[config.mk]
export PLATFORM = sky130hd
export DESIGN_NAME = frame_merge
export DESIGN_NICKNAME = d
export VERILOG_FILES = /design/src/rtl/frame_merge.sv
export SDC_FILE = /design/constraint.sdc
export NUM_CORES = 1
export LEC_CHECK = 0
export ABC_AREA = 1
export BUFFER_PORTS_ARGS = -buffer_cell sky130_fd_sc_hd__clkbuf_2
export CORE_MARGIN = 2
export CORE_UTILIZATION = 55
export CTS_BUF_LIST = sky130_fd_sc_hd__clkbuf_8
export DETAILED_ROUTE_END_ITERATION = 12
export PLACE_DENSITY = 0.75
export SLEW_MARGIN = 20
export SYNTH_ARGS = -nofsm -noshare
export SYNTH_HDL_FRONTEND = slang
export SYNTH_SLANG_ARGS = --single-unit
[constraint.sdc]
create_clock -name logic_clk -period 5.15 [get_ports logic_clk]
set_input_delay 1.03 -clock logic_clk [delete_from_list [all_inputs] [get_ports logic_clk]]
set_output_delay 1.03 -clock logic_clk [all_outputs]
set_load 0.005 [all_outputs]
[src/rtl/frame_merge.sv]
// Transmit framer: arbitrates ARP/UDP byte streams, prepends Ethernet/IPv4/UDP
// headers and zero-pads short frames to 60 bytes behind one output register.
`timescale 1ns/1ps
module frame_merge #(
  parameter logic [31:0] LOCAL_IP  = 32'hC0A8_006E,
  parameter logic [47:0] LOCAL_MAC = 48'hABCD_1234_5678
) (
  input  logic        logic_clk,
  input  logic        logic_rst,
  input  logic [7:0]  arp_tdata_in,
  input  logic        arp_tvalid_in,
  output logic        arp_tready_out,
  input  logic        arp_tlast_in,
  input  logic [47:0] arp_dmac_in,
  input  logic [7:0]  udp_tdata_in,
  input  logic        udp_tvalid_in,
  output logic        udp_tready_out,
  input  logic        udp_tlast_in,
  input  logic [15:0] udp_len_in,
  input  logic [31:0] udp_dip_in,
  input  logic [47:0] udp_dmac_in,
  input  logic [15:0] udp_sport_in,
  input  logic [15:0] udp_dport_in,
  output logic [7:0]  net_tdata_out,
  output logic        net_tvalid_out,
  input  logic        net_tready_in,
  output logic        net_tlast_out
);

  typedef enum logic [2:0] {
    IDLE, ETH_HEAD, IP_HEAD, UDP_HEAD, PAYLOAD, PAD
  } state_t;

  state_t      state;
  logic        sel_udp;
  logic [4:0]  idx;
  logic [15:0] cnt;
  logic [15:0] ip_id;
  logic [15:0] len;
  logic [15:0] sport;
  logic [15:0] dport;
  logic [47:0] dmac;
  logic [31:0] dip;
  logic [19:0] csum;

  logic         adv;
  logic         src_valid;
  logic         src_last;
  logic [7:0]   src_data;
  logic [15:0]  cnt_nx;
  logic [16:0]  fold1;
  logic [15:0]  fold2;
  logic [15:0]  ck;
  logic [111:0] eth_hdr;
  logic [159:0] ip_base;
  logic [159:0] ip_hdr;
  logic [63:0]  udp_hdr;
  logic [4:0]   widx;
  logic [15:0]  ip_word;
  logic [7:0]   eth_byte;
  logic [7:0]   ip_byte;
  logic [7:0]   udp_byte;

  assign adv = !net_tvalid_out || net_tready_in;

  assign arp_tready_out = (state == PAYLOAD) && !sel_udp && adv;
  assign udp_tready_out = (state == PAYLOAD) && sel_udp && adv;

  assign src_valid = sel_udp ? udp_tvalid_in : arp_tvalid_in;
  assign src_last  = sel_udp ? udp_tlast_in : arp_tlast_in;
  assign src_data  = sel_udp ? udp_tdata_in : arp_tdata_in;

  assign cnt_nx = (cnt == 16'hFFFF) ? cnt : cnt + 16'd1;

  // Header checksum accumulates during ETH_HEAD; folded here from a register
  assign fold1 = {1'b0, csum[15:0]} + {13'd0, csum[19:16]};
  assign fold2 = fold1[15:0] + {15'd0, fold1[16]};
  assign ck    = ~fold2;

  assign eth_hdr = {dmac, LOCAL_MAC, 8'h08, sel_udp ? 8'h00 : 8'h06};
  assign ip_base = {8'h45, 8'h00, len + 16'd28, ip_id, 16'h4000,
                    8'h40, 8'h11, 16'h0000, LOCAL_IP, dip};
  assign ip_hdr  = ip_base | {80'd0, ck, 64'd0};
  assign udp_hdr = {sport, dport, len + 16'd8, 16'h0000};

  assign widx     = idx - 5'd1;
  assign ip_word  = 16'(ip_base >> (9'd144 - {widx, 4'b0000}));
  assign eth_byte = 8'(eth_hdr >> (8'd104 - {idx, 3'b000}));
  assign ip_byte  = 8'(ip_hdr >> (8'd152 - {idx, 3'b000}));
  assign udp_byte = 8'(udp_hdr >> (8'd56 - {idx, 3'b000}));

  always_ff @(posedge logic_clk) begin
    if (logic_rst) begin
      state          <= IDLE;
      sel_udp        <= 1'b0;
      idx            <= 5'd0;
      cnt            <= 16'd0;
      ip_id          <= 16'd0;
      len            <= 16'd0;
      sport          <= 16'd0;
      dport          <= 16'd0;
      dmac           <= 48'd0;
      dip            <= 32'd0;
      csum           <= 20'd0;
      net_tdata_out  <= 8'd0;
      net_tvalid_out <= 1'b0;
      net_tlast_out  <= 1'b0;
    end else if (adv) begin
      unique case (state)
        IDLE: begin
          net_tlast_out <= 1'b0;
          // The cycle that retires the last byte is the mandatory idle gap
          if (net_tvalid_out) begin
            net_tvalid_out <= 1'b0;
          end else if (arp_tvalid_in || udp_tvalid_in) begin
            sel_udp        <= !arp_tvalid_in;
            dmac           <= arp_tvalid_in ? arp_dmac_in : udp_dmac_in;
            net_tdata_out  <= arp_tvalid_in ? arp_dmac_in[47:40]
                                            : udp_dmac_in[47:40];
            len            <= udp_len_in;
            dip            <= udp_dip_in;
            sport          <= udp_sport_in;
            dport          <= udp_dport_in;
            csum           <= 20'd0;
            idx            <= 5'd1;
            cnt            <= 16'd1;
            net_tvalid_out <= 1'b1;
            state          <= ETH_HEAD;
          end
        end
        ETH_HEAD: begin
          net_tdata_out <= eth_byte;
          cnt           <= cnt_nx;
          if (idx <= 5'd10) csum <= csum + {4'd0, ip_word};
          if (idx == 5'd13) begin
            idx   <= 5'd0;
            state <= sel_udp ? IP_HEAD : PAYLOAD;
          end else begin
            idx <= idx + 5'd1;
          end
        end
        IP_HEAD: begin
          net_tdata_out <= ip_byte;
          cnt           <= cnt_nx;
          if (idx == 5'd19) begin
            idx   <= 5'd0;
            state <= UDP_HEAD;
          end else begin
            idx <= idx + 5'd1;
          end
        end
        UDP_HEAD: begin
          net_tdata_out <= udp_byte;
          cnt           <= cnt_nx;
          if (idx == 5'd7) begin
            idx   <= 5'd0;
            state <= PAYLOAD;
          end else begin
            idx <= idx + 5'd1;
          end
        end
        PAYLOAD: begin
          net_tvalid_out <= src_valid;
          if (src_valid) begin
            net_tdata_out <= src_data;
            cnt           <= cnt_nx;
            if (src_last) begin
              if (cnt < 16'd59) begin
                state <= PAD;
              end else begin
                net_tlast_out <= 1'b1;
                state         <= IDLE;
                if (sel_udp) ip_id <= ip_id + 16'd1;
              end
            end
          end
        end
        PAD: begin
          net_tdata_out <= 8'h00;
          cnt           <= cnt_nx;
          if (cnt >= 16'd59) begin
            net_tlast_out <= 1'b1;
            state         <= IDLE;
            if (sel_udp) ip_id <= ip_id + 16'd1;
          end
        end
        default: state <= IDLE;
      endcase
    end
  end

endmodule

Yosys cells after proc, flatten, opt, wreduce, memory -nomap -nowiden
Cells that the tools add are included.

word-level totals
  flip-flop bits (word level) = 199
  logic and storage cells = 133
  memories = 0
  output and inout bits = 12
  memory bits (writable) = 0
  ROM bits = 0
  bits in latches = 0
  input bits = 199

operators by class
  add/subtract/negate cells = 13
  multiply operators = 0
  bitwise gates (word level) = 3
  reduce and logical (&&, ||, !) cells = 27
  order comparisons = 3
  equality and inequality tests = 19
  divide/modulo/power cells = 0
  shift-type cells = 4
  mux-type cells = 50

operators with widths
  cell                   number
  $or 159x80->159        1
  $shr 159x8->8          1
  $shr 159x9->16         1
  $mux 16                9
  $shr 112x8->8          1
  $shr 64x8->8           1
  $mux 20                3
  $mux 48                1
  $pmux 16 s3            1
  $pmux 8 s6             1
  $mux 8                 5
  $pmux 20 s2            1
  $mux 3                 11
  $add 16x1->16 const B  2
  $pmux 16 s2            1
  $mux 5                 5
  $add 20x16->20         1
  $ne 2x2->1 const B     10
  $pmux 5 s4             1
  $pmux 3 s6             1
  $add 16x4->17          1
  $add 16x1->16          1
  $add 16x4->16 const B  1
  $add 16x5->16 const B  1
  other kinds (35)       57

Depth between registers and ports, before layout
Gate-level depths: netlist (run 1).

  depth in word-level cells = 6
  gate-level depth with buffers = 29
  depth with buffers taken out = 29

Least setup slack after synthesis (run 1)
OpenSTA, ideal clock, no wires.

  path kind = reg2reg
  start = register idx[0]
  end = register csum[17]
  clock period less this slack = 4694 ps
  required time = 5026 ps
  data arrival time = 4571 ps
  cell stages (with the launch flop) = 26
  setup slack = 456 ps
  library setup time = 124 ps
  path buffers = 3
  path through = dfxtp_1 > inv_1 > buf_2 > clkbuf_1 > clkbuf_1 > ha_1 > xnor2_1 > ha_1 > or2_2 > nand2_1 > inv_1 > nor2_1 > inv_1 > o32ai_1 > ha_1 > nand3_1 > nand2_1 > inv_1 > o21a_1 > o21ai_0 > a21oi_1 > o21ai_0 > a21boi_0 > o21ai_0 > and3_1 > nor3_1

on the way
  cells in the longest elaborated chain, start to end = 6
  elaborated cells between the ends (all ways) = 9
  those cells by class = 3 x add/sub; 1 x order compare; 1 x eq/ne; 1 x shift; 2 x mux; 1 x reduce/logical

RTL lines
  item                    line  source
  start, declared         36    logic [4:0] idx;
  start signal, assigned  139   idx <= idx + 5'd1;
  start signal, assigned  149   idx <= idx + 5'd1;
  start signal, assigned  159   idx <= idx + 5'd1;
  $sub 5x1->5             86    assign widx = idx - 5'd1;
  $sub 8x9->9             87    assign ip_word = 16'(ip_base >> (9'd144 - {widx, 4'b0000}));
  $shr 159x9->16          87
  $add 20x16->20          134   if (idx <= 5'd10) csum <= csum + {4'd0, ip_word};
  $mux 20                 134
  $pmux 20 s2             109   unique case (state)
  end signal, assigned    134
  end, declared           44    logic [19:0] csum;

Several ways; a longest one is shown, not always the timed one. The select of a mux whose other input is x is not followed.
A chain may end at the register's enable or synchronous reset.

Final worst setup path (run 1)
  start = register idx[3]
  end = register csum[17]

The elaborated chain is that of the path after synthesis.

==> results of run 1 <==
-- layer usage --
metal / GRT usage [%] / routed length (um) / vias to the layer above
li1: - / - / 6994
met1: 46.6 / 18800 / 6551
met2: 58.8 / 20200 / 659
met3: 6.53 / 3290 / 113
met4: 12.8 / 1320 / 0
met5: 0 / 0 / -
-- synth_stat cells (7+ instances only) --
cell / count / area (um2)
a211oi_1: 12 / 90.1
a311oi_1: 8 / 70.1
nand2_1: 440 / 1650
a22oi_1: 18 / 135
nor2_1: 262 / 983
o31ai_1: 8 / 60.1
nor3_1: 28 / 140
o211ai_1: 9 / 67.6
inv_1: 174 / 653
buf_2: 14 / 70.1
ha_1: 42 / 526
dfxtp_1: 199 / 3980
o22ai_1: 20 / 125
xnor2_1: 7 / 61.3
nor4_1: 7 / 43.8
a21oi_1: 150 / 751
nand4_1: 25 / 156
a221oi_1: 7 / 61.3
a31oi_1: 57 / 357
nand3_1: 79 / 395
or2_2: 8 / 50.1
o21ai_0: 215 / 1080
clkbuf_1: 72 / 270
xor2_1: 18 / 158
nor2_2: 7 / 43.8
buf_1: 7 / 26.3
-- logic make-up (layout without fill, tap and decap cells) --
group / Yosys count / in the layout
mux: 1 / 1
simple gates: 881 / 881
compound gates: 545 / 545
fa+ha+maj: 44 / 44
xor+xnor: 25 / 25
flops: 199 / 199
buf+inv: 279 / 447
-- tightest hold or removal path: stages (launching register included) --
cell and delay [ps]:
dfxtp_1 330, nand2_1 60, a21oi_1 50
-- metrics by stage --
step           TNS, ps  hold WS [ps]
2_1_floorplan        0           425
3_3_place_gp         0           440
3_5_place_dp         0           462
4_1_cts              0           480
5_1_grt          -2.58           490
6_report             0           481
-- how the worst min path moves through the flow --
stage                     startpoint                to  slack, ps
global route        net_tdata_out[5]  net_tdata_out[5]        490
floorplan                   dport[0]          dport[0]        420
global placement            dport[0]          dport[0]        440
detailed placement  net_tdata_out[5]  net_tdata_out[5]        460
finish              net_tdata_out[5]  net_tdata_out[5]        480
CTS                 net_tdata_out[5]  net_tdata_out[5]        480
-- final cells by class --
class,count,share of cell area (%)
Clock inverter,15,1.66
Tap cell,285,2.48
Sequential cell,199,27.7
Timing Repair Buffer,232,8.62
Inverter,183,4.82
Clock buffer,17,1.63
Multi-Input combinational cell,1496,53.1
-- flip-flops by register name (all words and copies together), names as in the netlist, 16 cells and up --
name,flops
dmac,48
csum,20
cnt,16
len,16
ip_id,16
dip,32
dport,16
sport,16
-- power breakdown --
group          internal [uW]  switching (uW)  total [uW]
sequential              1970             344        2320
clock                    452             738        1190
combinational           1180            2700        3880
total                   3600            3780        7390
-- layout by cell type (no fill, tap or decap), drive strengths merged, types with 26 or more instances in the layout --
master | netlist | final
a31oi | 57 | 57
clkbuf | 73 | 227
nand4 | 26 | 26
o21ai | 219 | 219
nand2 | 444 | 444
nor2 | 272 | 272
inv | 179 | 190
a21oi | 151 | 151
dfxtp | 199 | 199
ha | 42 | 42
nor3 | 31 | 31
nand3 | 80 | 80
==> impl_metrics.py, run 1 <==
metrics = {
    "cells_and_area": {
        "drive_gt1_share_pct": 14.2,
        "final_nets": 2372,
        "design_area_um2": 14400,
        "final_util_pct": 63.6,
        "finalNonFillerCells": 2427,
        "diodes": 0,
        "seqCellArea_um2": 3980,
        "syn2layout_area_growth_pct": 13.3,
        "fillers": 2223,
        "multiInputGateArea_um2": 7650,
    },
    "power_and_ir_drop": {
        "ir_drop_mv": 0.358,
        "leakage_uw": 0.00630,
        "power_uw": 7390,
        "p_per_area_nw_per_um2": 513,
    },
    "setup_path": {
        "critical_path.max_stage_delay_ps": 550,
        "worstPathArrival_ps": 5080,
        "crit_path_max_fanout": 10,
        "path_buf_inv": 3,
        "rr_endpoint": "csum[17]",
        "startpoint_type": "flop",
        "endpoint_kind": "flop",
        "cp_cell_sequence": "inv_1 -> ha_1 -> xor2_1 -> nand2_1 -> o21ai_0 -> xnor2_2 -> inv_1 -> nand2_1 -> o32ai_1 -> ha_1 -> nand3_1 -> nand2_1 -> inv_1 -> o21a_1 -> o21ai_0 -> a21oi_1 -> o21ai_0 -> a21boi_0 -> o21ai_1 -> a21oi_1 -> nor3_1",
        "cp-startpoint": "idx[3]",
        "r2r_start": "idx[3]",
        "cp.depth": 21,
        "ff2ff_setup_slack_ps": 520,
        "cp_top_family": "compound AO/OA/AOI/OAI gates",
        "rr_worst_depth": 21,
        "critPathKind": "flop to flop",
        "worstPathRequired_ps": 5600,
        "critPathCapture": "csum[17]",
        "cp_slowest_cell": "dfxtp_1",
    },
    "sta": {
        "slew_headroom_pct": 31.3,
        "worst_slew_pin_slew_ps": 1020,
        "max_freq_mhz": 216,
        "post-route-period-util_pct": 89.9,
        "setup_viol": 0,
        "finalClockSkew_ps": 23.6,
        "hold_viol": 0,
        "setup_ws_ps": 519,
        "final_max_slew_viol_count": 0,
        "fin_crit_ps": 4630,
    },
    "floorplanning": {
        "ios": 211,
        "dieArea_um2": 24300,
        "die_y_um": 156,
        "core_area_um2": 22600,
        "initial_core_util_pct": 56.1,
        "num_rows": 55,
        "die_width_um": 156,
    },
    "clock_tree": {
        "cts_tree": "built",
        "htreeDepth": 4,
        "cts_inserted_buffers": 17,
        "cts_setup_buffers": 0,
        "cts.root.buffer_cell": "clkbuf_8",
        "cts_sinks": 199,
        "ctsHoldBuffers": 0,
        "post_cts_resized": 0,
        "clk_pin_slew_worst_paths_ps": 130,
        "clk_latency_ps": 520,
        "clk_path_buf_depth": 2,
    },
    "placement": {
        "portBuffers": 210,
        "hpwl_um": 32900,
        "place_ws_ps": 322,
        "gp_congestion": 1.09,
        "placed_area_um2": 13900,
        "dp_cells": 2395,
    },
    "yosys": {
        "synthFlopType": "dfxtp_1",
        "synth_fa_ha_area_share_pct": 4.45,
        "ys_ff_latch": 199,
        "yosysWarningCount": 0,
        "syn_area_um2": 12700,
        "synth_compound_area_share_pct": 24.8,
        "synth-xor-area-share_pct": 1.72,
        "yosysUniqueCellTypes": 66,
        "avgSynthCellArea_um2": 6.44,
        "yosys.area_share.simple_pct": 29.0,
        "seq_area_frac_synth_pct": 31.3,
        "synth_top_family_by_area": "simple AND/OR/NAND/NOR gates",
        "synth_fp_nets": 2217,
        "synth_mux_area_share_pct": 0.0788,
        "synth_edf_count": 0,
        "synthCells": 1974,
        "synth_async_sr_flop_share_pct": 0,
    },
    "grt": {
        "grt_max_degree": 99,
        "overflow": 0,
        "antenna_found_initial": 0,
        "grt_pass1_vias": 13300,
        "track_usage_pct": 35.6,
        "grt_pass1_wl_um": 68800,
    },
    "min_path": {
        "min_path_cells": 2,
        "hold_path.class": "flop to flop",
    },
    "route": {
        "finalWirelength_um": 43600,
        "drt-wirelength-per-cell_um": 18.0,
        "first_pass_iters": 7,
        "drtIter0Drc": 1378,
        "antenna_left": 0,
        "drc_errors": 0,
        "vias": 14300,
        "viasPerCell": 5.90,
    },
    "outcome": {
        "status": "finished clean",
    },
    "job": {
        "drv_cap": 0,
    },
}
(Power assumes the default switching activity.)
==> run 2: changes to the inputs <==
GPL_TIMING_DRIVEN = 0   (was default)
MAX_ROUTING_LAYER = met4   (was default)
==> run 2 against run 1 <==
Fmax fell by 4.8%. Setup slack worse by 230 ps. Critical endpoint is now csum[18]. Clock power about the same. Sequential power is essentially flat. Register-to-register slack got worse by 230 ps. Clock-buffer cell count unchanged. Largest cell class unchanged. Cell area grew 2.5%. Global-route usage rose by 5.0 points.
==> impl_metrics.py, run 2 (synthesis results as in run 1) <==
metrics = {
    "outcome": {
        "status": "finished clean",
    },
    "route": {
        "vias": 15000,
        "drc_errors": 0,
        "viasPerCell": 5.98,
        "antenna_left": 0,
        "finalWirelength_um": 48600,
        "drtIter0Drc": 1752,
        "first_pass_iters": 8,
        "drt-wirelength-per-cell_um": 19.4,
    },
    "cells_and_area": {
        "syn2layout_area_growth_pct": 16.1,
        "final_cell_mix": "nand2_1 (438), nor2_1 (259), clkbuf_2 (212), o21ai_0 (212), dfxtp_1 (196)",
        "top_register": "dmac",
        "fillers": 2170,
        "final_nets": 2448,
        "largest_reg_flops": 48,
        "top_regs": "dmac (48), dip (32), csum (20)",
        "layout_commonest_cell": "nand2_1",
        "design_area_um2": 14800,
        "drive_gt1_share_pct": 14.9,
    },
    "grt": {
        "track_usage_pct": 40.6,
        "grt_pass1_vias": 14000,
        "antenna_found_initial": 2,
        "overflow": 0,
        "grt_max_degree": 25,
        "grt_pass1_wl_um": 74400,
    },
    "setup_path": {
        "endpoint_kind": "flop",
        "worstPathRequired_ps": 5580,
        "r2r_start": "idx[0]",
        "worstPathArrival_ps": 5300,
        "critPathKind": "flop to flop",
        "startpoint_type": "flop",
        "cp_top_family": "simple AND/OR/NAND/NOR gates",
        "cpMostUsedCell": "nand2_1",
        "cp-startpoint": "idx[0]",
        "crit_path_max_fanout": 19,
        "critical_path.max_stage_delay_ps": 490,
        "cp_slowest_cell": "nor3_1",
        "path_buf_inv": 5,
    },
    "clock_tree": {
        "clk_latency_ps": 520,
        "cts_tree": "built",
        "htreeDepth": 4,
        "clk_path_buf_depth": 2,
        "ctsHoldBuffers": 0,
        "cts_sinks": 199,
        "clk_pin_slew_worst_paths_ps": 130,
        "cts.root.buffer_cell": "clkbuf_8",
        "cts_inserted_buffers": 17,
    },
    "sta": {
        "fin_crit_ps": 4870,
        "setup_viol": 0,
        "rsz0062_at_grt": "false",
        "worst_slew_pin_slew_ps": 974,
        "max_freq_mhz": 206,
        "slew_headroom_pct": 34.5,
        "final_max_slew_viol_count": 0,
        "hold_viol": 0,
        "post-route-period-util_pct": 94.5,
        "finalClockSkew_ps": 27.0,
    },
    "min_path": {
        "hold_start": "dport[0]",
        "hold_path.class": "flop to flop",
    },
    "placement": {
        "portBuffers": 210,
        "hpwl_um": 38600,
        "gp_congestion": 1.07,
        "placed_area_um2": 14100,
    },
    "power_and_ir_drop": {
        "leakage_uw": 0.00640,
        "power_uw": 7870,
        "p_per_area_nw_per_um2": 534,
        "ir_drop_mv": 0.381,
    },
    "floorplanning": {
        "die_y_um": 156,
        "dieArea_um2": 24300,
        "core_area_um2": 22600,
        "initial_core_util_pct": 56.1,
        "die_width_um": 156,
        "ios": 211,
        "num_rows": 55,
    },
    "job": {
        "drv_cap": 0,
    },
}
==> run 2: cell count changes in the layout (fill, tap and decap cells not counted), moves of 3 or more <==
cell	delta
buf_1	+5
buf_2	+14
buf_4	-14
buf_6	+4
clkbuf_1	+65
clkinvlp_4	+4
dfxtp_1	-3
inv_1	-4
nor2_1	-3
nor2_4	+3
==> run 2: through the flow <==
stage / utilization [%] / hold WS [ps] / setup TNS, ps / cells / setup slack (ps)
after floorplan: - / 425 / 0 / 1974 / 456
after global placement: 62.4 / 434 / -16570 / 2469 / -1630
after detailed placement: 62.4 / 440 / -16820 / 2469 / -1690
after CTS: 64.7 / 458 / 0 / 2501 / 6.64
after global routing: 65.2 / 501 / 0 / 2505 / 20.4
final: 65.2 / 465 / 0 / 2505 / 285
==> run 2: repair_timing <==
| action | in CTS | in global routing |
|---|---|---|
| pin swaps | 1 | 2 |
| endpoints found under the setup margin | 19 | 8 |
| gates cloned | 0 | 0 |
| setup buffers | 2 | 3 |
| gates resized for setup | 22 | 27 |
==> run 2: final timing paths <==
path,slack (ps),end,cells past startpoint
hold / removal,470,dport[0],2
hold reg to reg,470,dport[0],2
setup / recovery,280,csum[18],25
setup reg to reg,280,csum[18],25
==> run 2: final cells by class <==
class | instances | area, um2 | share of cell area (%)
Buffer | 93 | 410 | 2.78
Clock buffer | 17 | 234 | 1.59
Clock inverter | 15 | 243 | 1.65
Antenna cell | 2 | 5.00 | 0.0339
Timing Repair Buffer | 215 | 1090 | 7.38
Tap cell | 285 | 357 | 2.42
Sequential cell | 199 | 3990 | 27.1
Inverter | 183 | 709 | 4.81
Multi-Input combinational cell | 1496 | 7710 | 52.3
==> run 2: report_power, final <==
part	internal, uW	switching [uW]	leakage [uW]
registers	1970	329	0.00164
clock network	458	764	0.000236
logic	1310	3040	0.00452
total	3740	4130	0.00640
==> run 2: metal layers <==
metal / track usage (%) / vias to the layer above / share of wire [%]
met1: 49.6 / 6822 / 40
met4: 19.4 / 0 / 5.1
met5: - / - / 0
met2: 66.2 / 835 / 46
li1: - / 7157 / -
met3: 5.94 / 161 / 8.6
==> run 2: worst register-to-register path: stages (launching register included) <==
cell	delay (ps)
dfxtp_2	410
inv_1	80
buf_6	180
buf_6	170
ha_1	240
xnor2_1	160
ha_2	430
nand2_1	110
nor2_1	310
a221oi_1	180
nor3_1	490
inv_1	140
fa_1	440
nor2_1	140
o21ai_0	120
nand2_1	170
nand3_1	100
nand3_1	130
nand3_1	80
nand2_1	120
a31oi_1	100
nor2_1	130
nand2_1	60
inv_1	80
a21oi_1	60
a211oi_1	160
